[config.mk]
export PLATFORM = sky130hd
export DESIGN_NAME = mac_accumulator
export DESIGN_NICKNAME = d
export VERILOG_FILES = /design/src/rtl/mac_accumulator_pkg.sv /design/src/rtl/mac_accumulator_adder_tree16.sv /design/src/rtl/mac_accumulator.sv
export SDC_FILE = /design/constraint.sdc
export NUM_CORES = 1
export LEC_CHECK = 0
export CORE_MARGIN = 2
export CORE_UTILIZATION = 52
export DETAILED_ROUTE_END_ITERATION = 8
export PLACE_DENSITY_LB_ADDON = 0.1
export RECOVER_POWER = 100
export SYNTH_ARGS = -nofsm -noshare
export SYNTH_HDL_FRONTEND = slang
export SYNTH_SLANG_ARGS = --single-unit
[constraint.sdc]
create_clock -name clk_inv -period 4.7 [get_ports clk_inv]
set_clock_uncertainty 0.1 [all_clocks]
set_input_delay 1.175 -clock clk_inv [delete_from_list [all_inputs] [get_ports clk_inv]]
set_output_delay 1.175 -clock clk_inv [all_outputs]
set_load 0.005 [all_outputs]
[src/rtl/mac_accumulator_pkg.sv]
// Shared constants and FSM state type for the MAC / match-count accumulator.
package mac_accumulator_pkg;

  localparam int unsigned NUM_BANK = 16;
  localparam int unsigned IN_W     = 8;
  localparam int unsigned ACT_BITS = 8;
  // Tree sum of 16 x IN_W values needs 4 extra bits.
  localparam int unsigned SUM_W    = IN_W + 4;
  localparam int unsigned ACC_W    = SUM_W + ACT_BITS;
  // Plane counter must reach ACT_BITS (one past the last plane) during DRAIN.
  localparam int unsigned CNT_W    = 4;
  localparam int unsigned PLANE_W  = 3;

  typedef enum logic [1:0] {
    StIdle,
    StFill,
    StDrain,
    StHold
  } state_e;

endpackage

[src/rtl/mac_accumulator_adder_tree16.sv]
// 16-input adder tree with a single registered output and asynchronous clear.
module mac_accumulator_adder_tree16
  import mac_accumulator_pkg::*;
(
  input  logic                     clk_i,
  input  logic                     rst_i,
  input  logic [NUM_BANK*IN_W-1:0] add_i,
  output logic [SUM_W-1:0]         sum_o
);

  logic [SUM_W-1:0] lvl1_s [8];
  logic [SUM_W-1:0] lvl2_s [4];
  logic [SUM_W-1:0] lvl3_s [2];
  logic [SUM_W-1:0] sum_d;
  logic [SUM_W-1:0] sum_q;

  // Balanced pairwise reduction, zero-extended at every level.
  always_comb begin
    for (int i = 0; i < 8; i++) begin
      lvl1_s[i] = SUM_W'(add_i[(2*i)*IN_W +: IN_W]) + SUM_W'(add_i[(2*i+1)*IN_W +: IN_W]);
    end
    for (int i = 0; i < 4; i++) begin
      lvl2_s[i] = lvl1_s[2*i] + lvl1_s[2*i+1];
    end
    for (int i = 0; i < 2; i++) begin
      lvl3_s[i] = lvl2_s[2*i] + lvl2_s[2*i+1];
    end
    sum_d = lvl3_s[0] + lvl3_s[1];
  end

  // Output register: holds the sum of the inputs seen at the previous edge.
  always_ff @(posedge clk_i or posedge rst_i) begin
    if (rst_i) begin
      sum_q <= '0;
    end else begin
      sum_q <= sum_d;
    end
  end

  assign sum_o = sum_q;

endmodule

[src/rtl/mac_accumulator.sv]
// Bit-serial MAC / match-count accumulator fed by 16 bank partial products.
// Drives plane_idx to the upstream controller, shift-accumulates the registered
// tree sum one plane behind, and returns the result over valid/ready.
module mac_accumulator
  import mac_accumulator_pkg::*;
#(
  parameter bit ACT_SIGNED = 1'b0
) (
  input  logic               clk_inv,
  input  logic               rst,
  input  logic               start,
  input  logic               mac_en,
  input  logic [IN_W-1:0]    add0,
  input  logic [IN_W-1:0]    add1,
  input  logic [IN_W-1:0]    add2,
  input  logic [IN_W-1:0]    add3,
  input  logic [IN_W-1:0]    add4,
  input  logic [IN_W-1:0]    add5,
  input  logic [IN_W-1:0]    add6,
  input  logic [IN_W-1:0]    add7,
  input  logic [IN_W-1:0]    add8,
  input  logic [IN_W-1:0]    add9,
  input  logic [IN_W-1:0]    add10,
  input  logic [IN_W-1:0]    add11,
  input  logic [IN_W-1:0]    add12,
  input  logic [IN_W-1:0]    add13,
  input  logic [IN_W-1:0]    add14,
  input  logic [IN_W-1:0]    add15,
  output logic [PLANE_W-1:0] plane_idx,
  output logic               busy,
  output logic [ACC_W-1:0]   result,
  output logic               result_valid,
  input  logic               result_ready
);

  logic [NUM_BANK*IN_W-1:0] add_flat;
  logic [SUM_W-1:0]         tree_sum;

  state_e               state_q, state_d;
  logic                 mac_q, mac_d;
  logic [CNT_W-1:0]     cnt_q, cnt_d;
  logic [PLANE_W-1:0]   plane_idx_q, plane_idx_d;
  logic                 busy_q, busy_d;
  logic                 valid_q, valid_d;
  logic [ACC_W-1:0]     acc_q, acc_d;

  logic [CNT_W-1:0]     cnt_last;
  logic [PLANE_W-1:0]   acc_plane;
  logic [ACC_W-1:0]     term;
  logic                 term_neg;
  logic [ACC_W-1:0]     acc_next;

  assign add_flat = {add15, add14, add13, add12, add11, add10, add9, add8,
                     add7, add6, add5, add4, add3, add2, add1, add0};

  mac_accumulator_adder_tree16 u_tree (
    .clk_i (clk_inv),
    .rst_i (rst),
    .add_i (add_flat),
    .sum_o (tree_sum)
  );

  // Plane arithmetic: tree_q always holds plane cnt_q-1 while accumulating.
  always_comb begin
    cnt_last  = mac_q ? CNT_W'(ACT_BITS - 1) : '0;
    acc_plane = PLANE_W'(cnt_q - CNT_W'(1));
    term      = ACC_W'(tree_sum) << acc_plane;
    term_neg  = ACT_SIGNED && mac_q && (acc_plane == PLANE_W'(ACT_BITS - 1));
    acc_next  = term_neg ? (acc_q - term) : (acc_q + term);
  end

  // Next-state logic for the FSM, plane counters and accumulator.
  always_comb begin
    state_d     = state_q;
    mac_d       = mac_q;
    cnt_d       = cnt_q;
    plane_idx_d = plane_idx_q;
    busy_d      = busy_q;
    valid_d     = valid_q;
    acc_d       = acc_q;
    unique case (state_q)
      StIdle: begin
        if (start) begin
          state_d     = StFill;
          mac_d       = mac_en;
          cnt_d       = '0;
          plane_idx_d = '0;
          acc_d       = '0;
          busy_d      = 1'b1;
        end
      end
      StFill: begin
        // First FILL edge only loads the tree; nothing valid to add yet.
        if (cnt_q != '0) begin
          acc_d = acc_next;
        end
        cnt_d = cnt_q + CNT_W'(1);
        if (plane_idx_q != PLANE_W'(cnt_last)) begin
          plane_idx_d = plane_idx_q + PLANE_W'(1);
        end
        if (cnt_q == cnt_last) begin
          state_d = StDrain;
        end
      end
      StDrain: begin
        acc_d   = acc_next;
        valid_d = 1'b1;
        state_d = StHold;
      end
      StHold: begin
        if (result_ready) begin
          valid_d = 1'b0;
          busy_d  = 1'b0;
          state_d = StIdle;
        end
      end
    endcase
  end

  // State registers, all cleared by the asynchronous reset.
  always_ff @(posedge clk_inv or posedge rst) begin
    if (rst) begin
      state_q     <= StIdle;
      mac_q       <= 1'b0;
      cnt_q       <= '0;
      plane_idx_q <= '0;
      busy_q      <= 1'b0;
      valid_q     <= 1'b0;
      acc_q       <= '0;
    end else begin
      state_q     <= state_d;
      mac_q       <= mac_d;
      cnt_q       <= cnt_d;
      plane_idx_q <= plane_idx_d;
      busy_q      <= busy_d;
      valid_q     <= valid_d;
      acc_q       <= acc_d;
    end
  end

  assign plane_idx    = plane_idx_q;
  assign busy         = busy_q;
  assign result       = acc_q;
  assign result_valid = valid_q;

endmodule

==> impl_metrics.yaml, run 1 <==
critical_path:
  worstSetupStartpoint: "add9[0]"
  cp_slowest_cell: "fa_1"
  r2r-start: "cnt_q[1]"
  worstPathRequired_ps: 4800
  worstRegToRegCells: 14
  critPathMaxFanout: 2
  reg2reg_slack_ps: 700
  end_kind: "register"
  slowest_delay_ps: 600
  crit_top_cell: "fa_1"
  crit_type: "input pin to register"
  cp.arrival_ps: 5980
  critPathLaunchType: "input pin"
  cp_cell_sequence: "buf_6 -> ha_4 -> fa_2 -> a21oi_2 -> nor2_2 -> nor2_2 -> buf_4 -> xnor2_2 -> fa_1 -> inv_2 -> fa_1 -> fa_1 -> inv_2 -> fa_1 -> inv_2 -> ha_4 -> nor2b_4 -> o21ai_2 -> a21boi_2 -> o21a_1 -> o21ai_1 -> nand2b_1 -> a21oi_2 -> xnor2_1"
yosys:
  synth_top_area_share: 0.186
  ys_seq_area_frac: 0.161
  yosys_warnings: 0
  synth_area_leaders: "ha_1 (19%), fa_1 (18%), dfrtp_1 (16%)"
  synth_top_area_cell: "ha_1"
  synthTopCellsByCount: "inv_1 (125), ha_1 (102), a21oi_1 (68)"
  syn_area_per_cell_um2: 8.76
  syn-cell-area_mm2: 0.00684
  synthFlopType: "dfrtp_1"
  synth_seq_cells: 44
  syn_nets: 1078
  synth_edf_count: 0
  yosysUniqueCellTypes: 44
  syn_inst: 781
  synthMostInstantiatedCell: "inv_1"
  synthArstFlopShare: 1.00
clock_network:
  h-tree-depth: 2
  postCtsHoldBufs: 0
  clk_pin_slew_worst_paths_ps: 60
  clk_latency_ps: 280
  cts_inserted_buffers: 5
  clockRootBuffer: "clkbuf_16"
  cts_sinks: 44
  clk_path_buf_depth: 2
  cts_tree: "built"
timing:
  layout_setup_ws_ps: -1180
  drv_slew: 0
  period_share: 1.25
  max_freq_mhz: 170
  whs_ps: 415
  setup-tns-final_ps: -8110
  setup_viol: 9
  relSlewSlack: 0.218
  fin_crit_ps: 5880
  worst_pin_slew_ps: 1170
  finalHoldViolCount: 0
  rsz0062_at_grt: "true"
grt:
  grt_max_degree: 28
  grt_pass1_vias: 7130
  grt_pass1_wl_mm: 32.5
  grt.total_usage: 0.286
  gr-total-overflow: 0
  antenna_found_initial: 2
final_layout:
  fin_nets: 1315
  drive_gt1_frac: 0.259
  n_fill_cell: 819
  syn2layout_area_growth_pct: 48.7
floorplan:
  core_mm2: 0.0127
  dieArea_mm2: 0.0141
  num_rows: 41
  initial_core_util: 0.538
  die_x_um: 119
  io_pins: 158
  dieHeight_um: 119
place:
  gp_congestion: 0.946
  dp_hpwl_mm: 15.8
  portBuffers: 157
worst_hold_path:
  hold_depth: 2
  min_path_type: "register to register"
  min_from: "result[7]"
outcome:
  violations: "negative setup slack"
  status: "finished with violations"
drt:
  vias_per_cell: 5.52
  drc: 0
  wire_per_inst_um: 17.6
  finalWirelength_mm: 21.0
  drt_iter0_drc: 300
  ant_nets: 0
  first_pass_iters: 5
  vias: 6585
flow_run:
  maxCapViolCount: 0
==> worst max-delay path, delay by kind of cell <==
| family | cells | cell delay (ps) |
|---|---|---|
| fa+ha+maj | 7 | 2880 |
| compound gates | 6 | 880 |
| simple gates | 4 | 420 |
| buf+inv | 5 | 400 |
| xor+xnor | 2 | 220 |
==> area by class of cell <==
type	count	area (um^2)	share of cell area
clock buffers	6	139	0.0136
clock inverters	2	10.0	0.000983
inverters	126	473	0.0465
repair buffers	244	2200	0.216
well taps	172	215	0.0211
multi-input cells	597	6030	0.593
diodes	3	7.51	0.000737
flip-flops and latches	44	1100	0.108
==> per-layer routing <==
layer	global-route usage	part of all wire	up-vias
met1	0.294	0.37	3163
li1	-	-	3093
met3	0.0299	0.043	71
met4	0.127	0.049	0
met5	0	0	-
met2	0.573	0.54	258
==> layout by cell type (no fill, tap or decap), drive strengths merged, types with 28 or more instances in the layout <==
master | netlist | final
o21ai | 65 | 65
ha | 102 | 102
nor2 | 29 | 29
nand2 | 54 | 54
dfrtp | 44 | 44
inv | 126 | 126
dlygate4sd3 | 0 | 28
a21oi | 70 | 70
clkdlybuf4s50 | 0 | 81
xnor2 | 46 | 46
fa | 62 | 62
buf | 0 | 104
==> registers in the layout, summed over array words and instances, names as in the netlist <==
signal	flops
busy	1
cnt_q	4
mac_q	1
plane_idx	3
result	20
result_valid	1
state_q	2
u_tree.sum_o	12
==> per-stage QoR <==
stage / cell area (um^2) / util / worst slack [ps] / instances
2_1_floorplan: 7010 / - / -879 / 781
3_3_place_gp: 9220 / 0.725 / -1640 / 1159
3_5_place_dp: 9220 / 0.725 / -1760 / 1159
4_1_cts: 9940 / 0.781 / -991 / 1180
5_1_grt: 10200 / 0.800 / -1320 / 1192
6_report: 10200 / 0.800 / -1180 / 1194
==> path summary, 6_finish.rpt <==
check,endpoint
max,u_tree.sum_o[10]
min,result[7]
max reg2reg,result[18]
min reg2reg,result[7]
max in group asynchronous,u_tree.sum_o[1]
min in group asynchronous,plane_idx[0]
==> kinds of logic after synthesis <==
| group | Yosys count | share of synthesized area |
|---|---|---|
| compound gates | 204 | 0.180 |
| fa+ha+maj | 164 | 0.368 |
| simple gates | 143 | 0.0985 |
| buf+inv | 140 | 0.0768 |
| xor+xnor | 68 | 0.0870 |
| flops | 44 | 0.161 |
| mux | 18 | 0.0294 |
==> what timing repair did <==
item / in CTS / in global routing
cloned: 0 / 0
resized for setup: 211 / 43
setup endpoints to repair: 10 / 9
setup buffers: 17 / 11
pin swaps: 104 / 25
Power of run 1 is left out: the tool's default activity adds up to more than one toggle a clock period on the data nets, which glitch-free logic cannot reach.
==> run 2: changes to the inputs <==
CELL_PAD_IN_SITES_DETAIL_PLACEMENT = 1   (was unset)
CELL_PAD_IN_SITES_GLOBAL_PLACEMENT = 1   (was unset)
CORE_UTILIZATION = 39   (was 52)
==> run 2 against run 1 <==
- the flow finishes with violations (max-capacitance violations, max-slew violations, negative setup slack)
- maximum frequency down 1.3%
- clock-buffer cell count unchanged
- critical path depth unchanged
- sequential share of layout area down 0.14 points
- hold slack better by 6.0 ps
- die area up 32%
- highest routed layer is now met5
- largest cell class unchanged
- core utilization down 20 points
==> impl_metrics.yaml, run 2 (synthesis gave the netlist of run 1 again) <==
critical_path:
  cp_cell_sequence: "buf_6 -> ha_4 -> fa_2 -> a21oi_2 -> nor2_1 -> nor2_1 -> buf_4 -> o21bai_4 -> a21oi_2 -> xor2_1 -> fa_1 -> inv_2 -> fa_1 -> fa_1 -> inv_2 -> fa_1 -> inv_2 -> ha_4 -> a21boi_2 -> o21a_1 -> o21ai_2 -> nand2b_1 -> a21oi_2 -> xnor2_1"
  cp_slowest_cell: "fa_1"
  reg2reg_slack_ps: 420
  crit_cells: 24
  cp.arrival_ps: 6050
  cp_top_family: "adder cells"
  crit_type: "input pin to register"
  r2r-start: "cnt_q[1]"
  timing.critical_path.buf_inv: 5
  slowest_delay_ps: 510
  end_kind: "register"
  worst_r2r_endpoint: "result[17]"
  worstPathRequired_ps: 4790
  critPathMaxFanout: 2
  worstRegToRegCells: 14
  critPathLaunchType: "input pin"
  crit_top_cell: "fa_1"
drt:
  drc: 0
  finalWirelength_mm: 23.7
  first_pass_iters: 5
  vias: 6629
  vias_per_cell: 5.26
  wire_per_inst_um: 18.8
  drt_iter0_drc: 265
  ant_nets: 0
final_layout:
  drive_gt1_frac: 0.260
  largest_reg_flops: 20
  fin_nets: 1329
  n_fill_cell: 1926
  fin_util: 0.598
  seq_area_mm2: 0.00110
  layoutNonFillerInstCount: 1261
  final_common_cell: "inv_1"
  multi_input_area_mm2: 0.00598
  syn2layout_area_growth_pct: 50.7
  mostFrequentLayoutCells: "inv_1 (101), clkdlybuf4s50_1 (86), buf_4 (80), ha_1 (78)"
grt:
  grt.total_usage: 0.261
  antenna_found_initial: 4
  grt_pass1_wl_mm: 37.9
  grt_pass1_vias: 7653
  gr-total-overflow: 0
  grt_max_degree: 45
floorplan:
  dieArea_mm2: 0.0186
  core_mm2: 0.0172
  initial_core_util: 0.397
  io_pins: 158
  die_x_um: 136
  dieHeight_um: 136
  num_rows: 48
worst_hold_path:
  min_from: "result[7]"
  min_path_type: "register to register"
  hold_depth: 2
  holdPathEnd: "result[7]"
timing:
  relSlewSlack: -0.633
  layout_setup_ws_ps: -1260
  drv_slew: 45
  rsz0062_at_grt: "true"
  max_freq_mhz: 168
  finalHoldViolCount: 0
  worst_pin_slew_ps: 2450
  setup-tns-final_ps: -8710
  setup_viol: 9
  period_share: 1.27
  fin_crit_ps: 5960
clock_network:
  h-tree-depth: 2
  clockRootBuffer: "clkbuf_16"
  clk_path_buf_depth: 2
  cts_tree: "built"
  clk_latency_ps: 290
  cts_sinks: 44
  cts_inserted_buffers: 5
  clk_pin_slew_worst_paths_ps: 60
place:
  portBuffers: 157
  gp_congestion: 0.852
  dp_hpwl_mm: 18.0
  dp_cells: 1212
flow_run:
  maxCapViolCount: 1
outcome:
  violations: "max-capacitance violations, max-slew violations, negative setup slack"
  status: "finished with violations"
-- run 2: repair_timing --
item	in CTS	in global routing
setup buffers	33	7
hold buffers	0	0
pin swaps	133	27
endpoints found under the hold margin	0	0
gates resized for setup	237	19
setup endpoints to repair	10	9
-- run 2: area by class of cell --
type,instances,share of cell area
antenna,3,0.000728
clock buffer,6,0.0125
clock inverter,2,0.00340
inverter,126,0.0459
multi-input combinational,597,0.580
sequential,44,0.107
tap,225,0.0273
timing repair buffer,258,0.223
-- run 2: worst max-delay path by stage --
stage,start,end
finish,add8[0],u_tree.sum_o[10]
global route,add9[0],u_tree.sum_o[10]
CTS,add8[0],u_tree.sum_o[10]
detailed placement,add8[0],u_tree.sum_o[10]
global placement,add4[0],u_tree.sum_o[10]
floorplan,add8[0],u_tree.sum_o[10]
-- run 2: worst register-to-register path, cell delays in order (launching register included) --
cell and delay [ps]:
dfrtp_1 400, inv_1 60, ha_1 630, mux2_1 390
o21ai_0 350, mux2i_1 190, ha_1 380, a21oi_1 210
o21ai_2 100, or3_1 300, o21ai_0 350, o21ai_2 150
a31oi_1 220, xor2_1 180, o31ai_1 90
-- run 2: per-stage QoR --
step	hold slack, ps	setup slack [ps]	cell area (um^2)
3_5_place_dp	413	-1830	9290
2_1_floorplan	390	-879	7010
5_1_grt	452	-1360	10300
3_3_place_gp	387	-1710	9290
4_1_cts	431	-1080	10200
6_report	421	-1260	10300
-- run 2: metal layers --
layer,global-route usage,wire [um],up-vias
met5,0,13,-
met4,0.107,1060,2
met3,0.0391,938,59
met2,0.516,13200,189
met1,0.269,8480,3257
li1,-,-,3122
Power of run 2 is left out for the same reason.
